==> config.mk <==
export PLATFORM = sky130hd
export DESIGN_NAME = segment_capture
export DESIGN_NICKNAME = d
export VERILOG_FILES = /design/src/rtl/segcap_pkg.sv /design/src/rtl/seg7_to_bcd.sv /design/src/rtl/segment_capture.sv
export SDC_FILE = /design/constraint.sdc
export NUM_CORES = 1
export LEC_CHECK = 0
export CORE_AREA = 8 8 78 80
export CTS_CLUSTER_SIZE = 12
export DETAILED_ROUTE_END_ITERATION = 12
export DIE_AREA = 0 0 86 88
export HOLD_SLACK_MARGIN = 0.12
export PLACE_DENSITY = 0.71
export SLEW_MARGIN = 20
export SYNTH_ARGS = -nofsm -noshare
export SYNTH_HDL_FRONTEND = slang
export SYNTH_SLANG_ARGS = --single-unit
==> constraint.sdc <==
create_clock -name clock -period 5.4 [get_ports clock]
set_clock_uncertainty 0.2 [all_clocks]
set_input_delay 1.35 -clock clock [delete_from_list [all_inputs] [get_ports clock]]
set_output_delay 1.35 -clock clock [all_outputs]
set_load 0.05 [all_outputs]
==> src/rtl/segcap_pkg.sv <==
// Shared constants for the 7-segment readback path: digit patterns (gfedcba),
// digit-slot indices and small helpers used by segment_capture.
package segcap_pkg;

    localparam int VAL_W      = 6;
    localparam int NUM_DIGITS = 4;
    localparam int SEG_W      = 7;
    localparam int BCD_W      = 4;

    typedef logic [BCD_W-1:0] bcd_t;
    typedef logic [SEG_W-1:0] seg_t;

    // Segment patterns, bit0 = a ... bit6 = g, active-high.
    localparam seg_t SEG_0 = 7'h3F;
    localparam seg_t SEG_1 = 7'h06;
    localparam seg_t SEG_2 = 7'h5B;
    localparam seg_t SEG_3 = 7'h4F;
    localparam seg_t SEG_4 = 7'h66;
    localparam seg_t SEG_5 = 7'h6D;
    localparam seg_t SEG_6 = 7'h7D;
    localparam seg_t SEG_7 = 7'h07;
    localparam seg_t SEG_8 = 7'h7F;
    localparam seg_t SEG_9 = 7'h6F;

    localparam int LO_ONES = 0;
    localparam int LO_TENS = 1;
    localparam int HI_ONES = 2;
    localparam int HI_TENS = 3;

    function automatic logic is_onehot4(input logic [NUM_DIGITS-1:0] v);
        return (v != '0) && ((v & (v - 1'b1)) == '0);
    endfunction

    function automatic logic [1:0] slot_index(input logic [NUM_DIGITS-1:0] onehot);
        logic [1:0] idx;
        idx = 2'd0;
        case (onehot)
            4'b0001: idx = 2'(LO_ONES);
            4'b0010: idx = 2'(LO_TENS);
            4'b0100: idx = 2'(HI_ONES);
            4'b1000: idx = 2'(HI_TENS);
            default: idx = 2'd0;
        endcase
        return idx;
    endfunction

    // Two BCD digits to a binary value; 7 bits holds the worst case of 99.
    function automatic logic [6:0] combine_digits(input bcd_t tens, input bcd_t ones);
        return ({3'b000, tens} * 7'd10) + {3'b000, ones};
    endfunction

endpackage

==> src/rtl/seg7_to_bcd.sv <==
// Combinational decoder from an active-high 7-segment pattern to a BCD digit;
// anything that is not 0-9 flags invalid and decodes as 0.
module seg7_to_bcd
    import segcap_pkg::*;
(
    input  logic [SEG_W-1:0] pattern,
    output logic [BCD_W-1:0] digit,
    output logic             invalid
);

    always_comb begin
        // NOTE: every output gets a default before the case so no path can infer a latch.
        digit   = '0;
        invalid = 1'b0;
        case (pattern)
            SEG_0:   digit = 4'd0;
            SEG_1:   digit = 4'd1;
            SEG_2:   digit = 4'd2;
            SEG_3:   digit = 4'd3;
            SEG_4:   digit = 4'd4;
            SEG_5:   digit = 4'd5;
            SEG_6:   digit = 4'd6;
            SEG_7:   digit = 4'd7;
            SEG_8:   digit = 4'd8;
            SEG_9:   digit = 4'd9;
            default: invalid = 1'b1;
        endcase
    end

endmodule

==> src/rtl/segment_capture.sv <==
// Snoops a scanned 4-digit 7-segment display and rebuilds the two 6-bit values.
// Build option: define SEGCAP_ACTIVE_LOW_EN for common-anode (inverted) segments.
module segment_capture
    import segcap_pkg::*;
#(
    parameter int SETTLE = 4
) (
    input  logic                    clock,
    input  logic                    reset,
    input  logic [NUM_DIGITS-1:0]   bytee,
    input  logic [SEG_W-1:0]        segment,
    input  logic                    clr_err,
    output logic [2*VAL_W-1:0]      data_out,
    output logic                    frame_valid,
    output logic                    pattern_err,
    output logic                    range_err
);

    localparam int               CNT_W      = $clog2(SETTLE + 1);
    localparam logic [CNT_W-1:0] SETTLE_CNT = CNT_W'(SETTLE);
    localparam logic [6:0]       VAL_MAX    = 7'((1 << VAL_W) - 1);

    logic [NUM_DIGITS-1:0]       en_q;
    logic [CNT_W-1:0]            cnt;
    logic [CNT_W-1:0]            cnt_next;
    logic [NUM_DIGITS-1:0]       seen;
    logic [NUM_DIGITS-1:0]       seen_next;
    bcd_t [NUM_DIGITS-1:0]       slot;

    logic [SEG_W-1:0]            seg_in;
    logic [BCD_W-1:0]            dec_digit;
    logic                        dec_invalid;
    logic                        same_en;
    logic                        capture;
    logic                        publish;
    logic [1:0]                  cap_idx;
    logic [6:0]                  low_val;
    logic [6:0]                  high_val;
    logic                        out_of_range;

`ifdef SEGCAP_ACTIVE_LOW_EN
    assign seg_in = ~segment;
`else
    assign seg_in = segment;
`endif

    seg7_to_bcd u_decode (
        .pattern (seg_in),
        .digit   (dec_digit),
        .invalid (dec_invalid)
    );

    always_comb begin
        same_en  = (bytee == en_q);
        cnt_next = CNT_W'(1);
        if (same_en) begin
            cnt_next = (cnt == SETTLE_CNT) ? cnt : cnt + 1'b1;
        end

        // Fires only on the edge where the dwell count first lands on SETTLE.
        capture = is_onehot4(bytee) && same_en
                  && (cnt_next == SETTLE_CNT) && (cnt != SETTLE_CNT);
        cap_idx = slot_index(bytee);

        // A completed frame is published one edge after its last capture.
        publish = (seen == '1);

        seen_next = publish ? '0 : seen;
        if (capture) begin
            seen_next = seen_next | bytee;
        end

        low_val      = combine_digits(slot[LO_TENS], slot[LO_ONES]);
        high_val     = combine_digits(slot[HI_TENS], slot[HI_ONES]);
        out_of_range = (low_val > VAL_MAX) || (high_val > VAL_MAX);
    end

    always_ff @(posedge clock) begin
        if (!reset) begin
            en_q        <= '0;
            cnt         <= '0;
            seen        <= '0;
            // NOTE: the digit slots are a four-entry register file, so they are
            // cleared with the rest of the state; a partial frame never survives reset.
            slot        <= '0;
            data_out    <= '0;
            frame_valid <= 1'b0;
            pattern_err <= 1'b0;
            range_err   <= 1'b0;
        end else begin
            // NOTE: non-blocking assignments throughout, so every register sees
            // the pre-edge values of the others regardless of statement order.
            en_q        <= bytee;
            cnt         <= cnt_next;
            seen        <= seen_next;
            frame_valid <= publish;

            if (capture) begin
                slot[cap_idx] <= dec_digit;
            end

            if (publish) begin
                data_out <= {high_val[VAL_W-1:0], low_val[VAL_W-1:0]};
            end

            if (clr_err) begin
                pattern_err <= 1'b0;
                range_err   <= 1'b0;
            end else begin
                if (capture && dec_invalid) begin
                    pattern_err <= 1'b1;
                end
                if (publish && out_of_range) begin
                    range_err <= 1'b1;
                end
            end
        end
    end

endmodule

==> results.yml <==
worst_setup_path:
  r2r_cells: 8
  crit_arrival_ns: 3.41
  r2r_setup_slack_ns: 2.93
  path_class: "primary input to flop"
  path_max_fanout: 7
  cp-end-kind: "flop"
  r2r-end: "range_err"
  rr_startpoint: "slot[13]"
  cp-start-kind: "primary input"
  critPathRequiredTime_ns: 5.36
die:
  die_h_um: 88
  start_util_pct: 47.2
  io-pin-count: 29
  die_x_um: 86
  std_cell_rows: 26
  coreArea_um2: 4910
  die_area_um2: 7570
drt:
  drt-initial-drc-count: 50
  vias: 1753
  dr.pass1.iters: 4
  routedWlPerCell_um: 13.2
  wl_um: 4590
  drtAntennaViolNets: 0
  drc: 0
  via_per_inst: 5.04
synth:
  synth_seq_cells: 42
  muxShareOfSynthArea_pct: 7.34
  yosys-top-cells-area: "dfxtp_1 36%, nand2_1 8.6%, ha_1 8.1%"
  syn-num-nets: 287
  yosysSeqAreaShare_pct: 36.3
  synth_cell_types: 42
  synth_compound_area_share_pct: 11.5
  async_reset_ff_share_pct: 0
  synth.avg_cell_area_um2: 9.12
  synthAdderAreaFrac_pct: 11.6
  synth-simple-area-share_pct: 22.8
  synthesis.area_um2: 2320
  synth_top_area_cell: "dfxtp_1"
  synth_warnings: 0
  synthFlopType: "dfxtp_1"
  synth_top_family_by_area: "simple AND/OR/NAND/NOR gates"
  synth-xor-area-share_pct: 6.43
  synth_top_area_share_pct: 36.3
  syn-instance-count: 254
  synth_edf_count: 0
clock_network:
  cts.clk_slew.worst_paths_ns: 0.08
  clock-sinks: 42
  cts_buffers: 5
  clockBufferDepth: 2
  hold_buffers: 0
  ctsResizeCount: 0
  cts_tree: "yes"
  clockRootBuffer: "clkbuf_8"
  cts_max_level: 2
  cts_setup_buffers: 0
  clkLatencyLatePin_ns: 0.29
power:
  power_density_nw_per_um2: 207
  ir_drop_v: 0.000110
  finalPower_uw: 566
  p_leak_nw: 1.19
worst_hold_path:
  worstHoldStart: "data_out[10]"
  holdPathEnd: "data_out[10]"
  hold_path_class: "flop to flop"
  worstHoldPathCells: 2
layout:
  fin_nets: 310
  layout_commonest_cell: "nand2_1"
  fin_cells: 348
  n_fill_cell: 448
  drive_gt1_share_pct: 4.68
  syn_to_final_growth_pct: 17.8
  post-route-util_pct: 55.6
  diodes: 0
  most-common-layout-cells: "53 x nand2_1, 42 x dfxtp_1, 28 x clkdlybuf4s50_1"
placed_design:
  placed_cells: 340
  gp_congestion: 0.767
  port_buffers: 28
  dp_hpwl_um: 3550
  place_ws_ns: 1.65
global_route:
  antenna_found_initial: 0
  busiest_layer: "met2"
  grt_util_all_layers_pct: 12.8
  grt.met1_usage_pct: 16.2
  grt_max_degree: 32
  first_global_vias: 1693
  use_met2_pct: 20.7
  grt_use_met3_pct: 2.72
  grt-ovfl-total: 0
  grt_pass1_wl_um: 7820
sta:
  fin_crit_sh_pct: 63.8
  rsz0062_at_grt: "false"
  finalMaxSlewViolations: 0
  fin_crit_ns: 3.45
  setup_viol: 0
  hold_viol: 0
  relSlewSlack_pct: 49.3
  worstMarginPinSlew_ns: 0.759
  fin_tns_setup_ns: 0
  max_clock_freq_mhz: 290
  setup_ws_ns: 1.95
outcome:
  status: "complete, no violations"
run:
  cap_violations: 0
[power breakdown]
group / leakage [nW] / total, mW / internal [mW] / switching (mW)
clock: 0.0472 / 0.209 / 0.103 / 0.106
sequential: 0.340 / 0.313 / 0.312 / 0.00132
combinational: 0.803 / 0.0440 / 0.0199 / 0.0241
[area by class of cell]
type	count	area, um2	area share (%)
Timing Repair Buffer	29	288	10.5
Multi-Input combinational cell	189	1380	50.6
Inverter	10	37.5	1.37
Tap cell	70	87.6	3.21
Sequential cell	42	841	30.8
Clock buffer	6	82.6	3.02
Clock inverter	2	12.5	0.458
[synthesized netlist by cell type (3+ instances only)]
library cell,number
fa_1,4
xnor2_1,11
xor2_1,6
nor2_1,5
nand4_1,4
a21boi_0,8
nand2_1,53
o211ai_1,3
nand2b_1,3
nor2b_1,3
clkbuf_1,11
nand3_1,6
mux2i_1,17
a21oi_1,8
ha_1,15
a21o_1,4
inv_1,10
o21ai_0,6
and2_1,8
dfxtp_1,42
[through the flow]
step                      instance area (um2)  hold WS [ns]
after global routing                     2730         0.275
after detailed placement                 2640         0.243
final                                    2730         0.251
after floorplan                          2320         0.239
after global placement                   2640         0.237
after CTS                                2730         0.254
[worst max-delay path by stage]
stage,startpoint,to,depth (start not counted)
after floorplan,bytee[2],slot[8],6
after global placement,bytee[1],slot[8],6
after detailed placement,bytee[1],slot[8],6
after CTS,bytee[1],slot[8],6
after global routing,bytee[1],slot[4],6
final,bytee[1],slot[8],6
[metal layers]
layer	vias up	wire length, um
met3	5	167
met1	794	2260
met5	-	0
li1	913	-
met4	0	61
met2	41	2100
[flip-flops by register name (all words and copies together), names as in the netlist]
signal       count
en_q             4
cnt              3
data_out        12
seen             4
slot            16
pattern_err      1
range_err        1
frame_valid      1
[critical path, stage by stage]
cell and delay, ns:
clkdlybuf4s50_1 0.61, xor2_1 0.15, nor4_4 0.43, nor4b_4 0.50, nand4b_4 0.21, mux2i_1 0.16
[cells by family after synthesis]
family / after synthesis
AOI/OAI and AO/OA: 38
adders and majority gates: 19
and+or+nand+nor: 98
DFF: 42
buffers and inverters: 23
muxes: 17
xor gates and xnor gates: 17
No activity file was read; power rests on OpenSTA's default activity.
